File: src/rtl/id_ex_stage.sv
// ID/EX pipeline register.
// Captures register-bank operands and decode fields into the EX stage.
// Detects load-use hazards against the load currently in EX. On a hazard it
// raises stall so the front end holds, and it inserts a bubble into EX.
// Inserted bubbles are counted by a saturating counter.
//
// Valid semantics: ex_valid marks a real instruction in EX. Whenever ex_valid
// is 0, every control output (reg_write, mem_read, mem_write, mem_to_reg,
// reg_dst, alu_src, alu_op, uses_rt) is 0, so a bubble has no side effects
// downstream. There is no backpressure from EX: each posedge either loads the
// ID instruction or inserts a bubble. On a hazard the ID instruction stays in
// IF/ID, because stall holds it there, and it is presented again next cycle.
module id_ex_stage #(
    parameter int DATA_W  = 32,
    parameter int REG_AW  = 5,
    parameter int ALUOP_W = 4,
    parameter int CNT_W   = 16
) (
    input  logic               clk,
    input  logic               rst,
    input  logic               flush,
    input  logic               id_valid,
    input  logic [DATA_W-1:0]  id_busA,
    input  logic [DATA_W-1:0]  id_busB,
    input  logic [DATA_W-1:0]  id_imm,
    input  logic [DATA_W-1:0]  id_pc4,
    input  logic [REG_AW-1:0]  id_rs,
    input  logic [REG_AW-1:0]  id_rt,
    input  logic [REG_AW-1:0]  id_rd,
    input  logic               id_uses_rt,
    input  logic               id_reg_write,
    input  logic               id_mem_read,
    input  logic               id_mem_write,
    input  logic               id_mem_to_reg,
    input  logic               id_reg_dst,
    input  logic               id_alu_src,
    input  logic [ALUOP_W-1:0] id_alu_op,
    output logic               ex_valid,
    output logic [DATA_W-1:0]  ex_busA,
    output logic [DATA_W-1:0]  ex_busB,
    output logic [DATA_W-1:0]  ex_imm,
    output logic [DATA_W-1:0]  ex_pc4,
    output logic [REG_AW-1:0]  ex_rs,
    output logic [REG_AW-1:0]  ex_rt,
    output logic [REG_AW-1:0]  ex_rd,
    output logic               ex_uses_rt,
    output logic               ex_reg_write,
    output logic               ex_mem_read,
    output logic               ex_mem_write,
    output logic               ex_mem_to_reg,
    output logic               ex_reg_dst,
    output logic               ex_alu_src,
    output logic [ALUOP_W-1:0] ex_alu_op,
    output logic [REG_AW-1:0]  ex_dest,
    output logic               stall,
    output logic [CNT_W-1:0]   bubble_cnt
);

    // EX-stage registers and their next-state values
    logic               valid_q,      valid_d;
    logic [DATA_W-1:0]  busA_q,       busA_d;
    logic [DATA_W-1:0]  busB_q,       busB_d;
    logic [DATA_W-1:0]  imm_q,        imm_d;
    logic [DATA_W-1:0]  pc4_q,        pc4_d;
    logic [REG_AW-1:0]  rs_q,         rs_d;
    logic [REG_AW-1:0]  rt_q,         rt_d;
    logic [REG_AW-1:0]  rd_q,         rd_d;
    logic [REG_AW-1:0]  dest_q,       dest_d;
    logic               uses_rt_q,    uses_rt_d;
    logic               reg_write_q,  reg_write_d;
    logic               mem_read_q,   mem_read_d;
    logic               mem_write_q,  mem_write_d;
    logic               mem_to_reg_q, mem_to_reg_d;
    logic               reg_dst_q,    reg_dst_d;
    logic               alu_src_q,    alu_src_d;
    logic [ALUOP_W-1:0] alu_op_q,     alu_op_d;
    logic [CNT_W-1:0]   cnt_q,        cnt_d;

    logic haz;
    logic rt_match;
    logic rs_match;
    logic load_id;

    // Load-use hazard: the load in EX writes a register that ID reads.
    // Register 0 is hardwired, so a load targeting it never creates a dependency.
    always_comb begin
        rs_match = (rt_q == id_rs);
        rt_match = id_uses_rt & (rt_q == id_rt);
        haz      = valid_q & mem_read_q & (rt_q != '0) & id_valid & (rs_match | rt_match);
        // Flush kills the ID instruction anyway, so holding the front end would be pointless.
        stall    = haz & ~flush;
        load_id  = ~flush & ~haz;
    end

    // Next EX contents: flush and hazard both yield an all-zero bubble; otherwise take ID.
    always_comb begin
        valid_d      = 1'b0;
        busA_d       = '0;
        busB_d       = '0;
        imm_d        = '0;
        pc4_d        = '0;
        rs_d         = '0;
        rt_d         = '0;
        rd_d         = '0;
        dest_d       = '0;
        uses_rt_d    = 1'b0;
        reg_write_d  = 1'b0;
        mem_read_d   = 1'b0;
        mem_write_d  = 1'b0;
        mem_to_reg_d = 1'b0;
        reg_dst_d    = 1'b0;
        alu_src_d    = 1'b0;
        alu_op_d     = '0;
        if (load_id) begin
            valid_d = id_valid;
            busA_d  = id_busA;
            busB_d  = id_busB;
            imm_d   = id_imm;
            pc4_d   = id_pc4;
            rs_d    = id_rs;
            rt_d    = id_rt;
            rd_d    = id_rd;
            dest_d  = id_reg_dst ? id_rd : id_rt;
            // Controls of a non-instruction are dropped so later stages see no side effects.
            if (id_valid) begin
                uses_rt_d    = id_uses_rt;
                reg_write_d  = id_reg_write;
                mem_read_d   = id_mem_read;
                mem_write_d  = id_mem_write;
                mem_to_reg_d = id_mem_to_reg;
                reg_dst_d    = id_reg_dst;
                alu_src_d    = id_alu_src;
                alu_op_d     = id_alu_op;
            end
        end
    end

    // Bubble counter: counts hazard bubbles only, never flush bubbles; saturates at all-ones.
    always_comb begin
        cnt_d = cnt_q;
        if (~flush && haz && (cnt_q != '1)) begin
            cnt_d = cnt_q + CNT_W'(1);
        end
    end

    // EX register bank with asynchronous clear; reset discards the in-flight instruction.
    always_ff @(posedge clk or posedge rst) begin
        if (rst) begin
            valid_q      <= 1'b0;
            busA_q       <= '0;
            busB_q       <= '0;
            imm_q        <= '0;
            pc4_q        <= '0;
            rs_q         <= '0;
            rt_q         <= '0;
            rd_q         <= '0;
            dest_q       <= '0;
            uses_rt_q    <= 1'b0;
            reg_write_q  <= 1'b0;
            mem_read_q   <= 1'b0;
            mem_write_q  <= 1'b0;
            mem_to_reg_q <= 1'b0;
            reg_dst_q    <= 1'b0;
            alu_src_q    <= 1'b0;
            alu_op_q     <= '0;
            cnt_q        <= '0;
        end else begin
            valid_q      <= valid_d;
            busA_q       <= busA_d;
            busB_q       <= busB_d;
            imm_q        <= imm_d;
            pc4_q        <= pc4_d;
            rs_q         <= rs_d;
            rt_q         <= rt_d;
            rd_q         <= rd_d;
            dest_q       <= dest_d;
            uses_rt_q    <= uses_rt_d;
            reg_write_q  <= reg_write_d;
            mem_read_q   <= mem_read_d;
            mem_write_q  <= mem_write_d;
            mem_to_reg_q <= mem_to_reg_d;
            reg_dst_q    <= reg_dst_d;
            alu_src_q    <= alu_src_d;
            alu_op_q     <= alu_op_d;
            cnt_q        <= cnt_d;
        end
    end

    // Drive the EX-facing outputs straight from the registers.
    always_comb begin
        ex_valid      = valid_q;
        ex_busA       = busA_q;
        ex_busB       = busB_q;
        ex_imm        = imm_q;
        ex_pc4        = pc4_q;
        ex_rs         = rs_q;
        ex_rt         = rt_q;
        ex_rd         = rd_q;
        ex_dest       = dest_q;
        ex_uses_rt    = uses_rt_q;
        ex_reg_write  = reg_write_q;
        ex_mem_read   = mem_read_q;
        ex_mem_write  = mem_write_q;
        ex_mem_to_reg = mem_to_reg_q;
        ex_reg_dst    = reg_dst_q;
        ex_alu_src    = alu_src_q;
        ex_alu_op     = alu_op_q;
        bubble_cnt    = cnt_q;
    end

endmodule

File: config.mk
export PLATFORM = sky130hd
export DESIGN_NAME = id_ex_stage
export DESIGN_NICKNAME = d
export VERILOG_FILES = /design/src/rtl/id_ex_stage.sv
export SDC_FILE = /design/constraint.sdc
export NUM_CORES = 1
export LEC_CHECK = 0
export ABC_AREA = 0
export CORE_ASPECT_RATIO = 0.6
export CORE_MARGIN = 2
export CORE_UTILIZATION = 39
export CTS_CLUSTER_SIZE = 28
export DETAILED_ROUTE_END_ITERATION = 6
export GPL_TIMING_DRIVEN = 1
export MAX_ROUTING_LAYER = met4
export PLACE_DENSITY = 0.78
export RECOVER_POWER = 50
export SYNTH_ARGS = -nofsm -noshare
export SYNTH_HDL_FRONTEND = slang
export SYNTH_SLANG_ARGS = --single-unit
File: constraint.sdc
create_clock -name clk -period 7 [get_ports clk]
set_input_delay 1.05 -clock clk [delete_from_list [all_inputs] [get_ports clk]]
set_output_delay 1.05 -clock clk [all_outputs]
set_load 0.01 [all_outputs]
==> key figures <==
Timing
  • Final Hold Violating Endpoints: 0
  • Maximum clock frequency: 0.228 GHz
  • Setup tns final: 0 ps
  • Fin crit share: 62.8%
  • Post-route clock skew: 10.9 ps
  • Setup repair after global routing missed its margin: false
  • Total count of max-transition violations in the final report: 0
  • Headroom to the max-slew limit: 17.6%
  • Least-Margin Pin Slew: 1230 ps
  • Min cycle time layout: 4400 ps
  • Number of endpoints failing setup at the final stage: 0

Setup path
  • CP startpoint kind: input port
  • Setup crit end kind: output pin
  • Launch point of the worst path: id_rt[0]
  • Type of the setup path with the least slack: input port to output pin
  • Crit path to: stall
  • R2r setup slk: 3980 ps
  • Required @ worst endpoint: 5950 ps
  • Critical Path AT: 3350 ps
  • Startpoint of the worst-slack reg-to-reg timing path: ex_rt[1]$_DFF_PP0_
  • R2R Path End: ex_imm[28]$_DFF_PP0_
  • Crit Path Max Fanout: 18
  • Length in cells of the worst reg-to-reg path: 5

Routing
  • Number of iterations in the first detailed-routing pass: 4
  • Routed wire length: 17.0 mm
  • Count of vias placed by the detailed router: 4439
  • Detail-routed net length per standard cell: 17.1 µm
  • Final routed DRC violation total: 0
  • Routed Antenna Nets: 0
  • Detailed router's first-iteration violation count: 262
  • Via density per instance: 4.46

GRT
  • Pin count of the biggest net entering global routing: 110
  • Global Route Usage Sum: 21.0%
  • Leftover overflow at the end of global routing: 0
  • Initial antenna violation count: 0
  • Global-route wire length before repair: 26.1 mm
  • Vias in the first global route: 4620

Outcome
  • Status: finished, final reports clean

Clock tree
  • Setup repair bufs after CTS: 0
  • CTS-repair resized insts: 0
  • Hold Buf Count CTS: 0
  • Clock insertion delay at the later pin of the skew report: 410 ps
  • # H-tree levels: 4
  • Worst-case clock buffer depth: 2
  • Clock Sink Count: 176
  • Number of buffers added by the clock tree synthesis step: 17
  • Clock-pin slew reported for the worst setup and hold paths after clock tree synthesis: 70 ps
  • Clk Tree Root Cell: clkbuf_16
  • Clock tree from TritonCTS: done

Worst hold path
  • Hold-critical path depth: 1
  • Worst min path class: register to register

Logic synthesis
  • Number of nets in the synthesized netlist: 604
  • Average cell area after synthesis: 13.8 µm²
  • Async set-reset flop share out of synthesis: 100%
  • Portion of the post-synthesis area used by sequential elements: 71.6%
  • Post-Synthesis Cell Area: 6150 µm²
  • Synth Flop Type: dfrtp_1
  • Warning count from the yosys run: 0
  • Count of flip-flops with a built-in enable after synthesis: 0
  • Number of flip-flops and latches in the synthesized netlist: 176
  • Cell count after synthesis: 445
  • Number of unique standard cell types used by synthesis: 32

Pwr
  • Ratio of total power to cell area: 222 nW/µm²
  • Largest vdd supply drop: 151 µV
  • Leakage power figure: 0.00475 µW

Floorplanning
  • Die X-Extent: 166 µm
  • Cell Rows: 35
  • Placeable Area: 15400 µm²
  • Height of the die: 101 µm
  • Top-level port count: 335
  • Effective utilization at floorplan: 40.0%
  • Die area: 16800 µm²

Layout
  • Ratio of cells with drive above 1 in the final layout: 4.92%
  • Design area: 10200 µm²
  • Commonest cells after routing, fill and taps aside: clkdlybuf4s50_1 (177), dfrtp_1 (176), dlygate4sd3_1 (157)
  • Commonest non-fill, non-tap cell in the layout: clkdlybuf4s50_1
  • Number of nets in the finished design: 938
  • Area growth from synthesis to layout: 66.5%
  • Number of antenna repair diodes: 0

Place
  • Routability-driven placement congestion ratio: 0.858
  • PortBufs: 334
  • Placement-stage cell area: 9660 µm²
  • DP HPWL: 12.8 mm

Run
  • Max-capacitance violation count: 0
[where the power goes]
part           switching, µW  total [µW]  leakage (µW)  internal, µW
sequential              14.3        1080       0.00229          1060
combinational            108         274       0.00218           166
clock                    420         926      0.000274           505
[critical path, cell delays in order]
cell and delay (ps):
clkdlybuf4s50_1 520, xnor2_1 150, nand4_1 160, o22ai_2 630
nor2b_1 260, clkdlybuf4s50_1 560
[cell type report]
type	instances	area, µm²
well taps	203	254
flip-flops and latches	176	4400
clock buffers	18	429
repair buffers	336	3360
multi-input cells	246	1630
clock inverters	14	153
fillers	1132	5130
inverters	2	12.5
[synthesized netlist by cell type, drive strengths merged (5+ instances only)]
master,number,area (µm²)
nand2,7,26.3
and2,153,957
nand4,12,75.1
dfrtp,176,4400
nand3,10,50.1
xnor2,23,201
mux2i,5,50.1
nor2b,7,43.8
clkbuf,16,72.6
and3,5,31.3
buf,5,35.0
nor2,5,18.8
[metal layers]
metal	wire length (µm)	vias up	share of wire, %	track usage, %
met5	0	-	0	-
met2	8760	183	52	34.7
li1	-	2069	-	-
met4	169	0	1.0	4.75
met3	933	16	5.5	5.47
met1	7100	2171	42	26.6
[per-stage QoR]
stage / hold WS [ps] / utilization (%) / worst slack, ps / instances / power [µW]
after floorplan: 525 / - / 1180 / 445 / 1190
after global placement: 499 / 62.9 / 2720 / 963 / 1390
after detailed placement: 514 / 62.9 / 2690 / 963 / 1390
after CTS: 531 / 66.6 / 2660 / 995 / 2320
after global routing: 549 / 66.6 / 2520 / 995 / 2380
final: 531 / 66.6 / 2600 / 995 / 2280
[kinds of logic (layout without fill, tap and decap cells)]
| logic type | count (synthesis) | count (layout) | synth area share, % |
|---|---|---|---|
| adder cells (fa/ha/maj) | 1 | 1 | 0.203 |
| buffers and inverters | 23 | 370 | 1.87 |
| multiplexers | 7 | 7 | 1.18 |
| AND/OR/NAND/NOR | 208 | 208 | 20.5 |
| AO/OA/AOI/OAI | 6 | 6 | 1.26 |
| XOR/XNOR | 24 | 24 | 3.42 |
| flip-flops | 176 | 176 | 71.6 |
[worst min path at each step]
| stage | start | end | slack [ps] |
|---|---|---|---|
| floorplan | bubble_cnt[9]$_DFFE_PP0P_ | bubble_cnt[9]$_DFFE_PP0P_ | 530 |
| global placement | bubble_cnt[9]$_DFFE_PP0P_ | bubble_cnt[9]$_DFFE_PP0P_ | 500 |
| detailed placement | bubble_cnt[9]$_DFFE_PP0P_ | bubble_cnt[9]$_DFFE_PP0P_ | 510 |
| CTS | bubble_cnt[9]$_DFFE_PP0P_ | bubble_cnt[9]$_DFFE_PP0P_ | 530 |
| global route | bubble_cnt[9]$_DFFE_PP0P_ | bubble_cnt[9]$_DFFE_PP0P_ | 550 |
| finish | bubble_cnt[9]$_DFFE_PP0P_ | bubble_cnt[9]$_DFFE_PP0P_ | 530 |
Power figures use the tool's default switching activity.
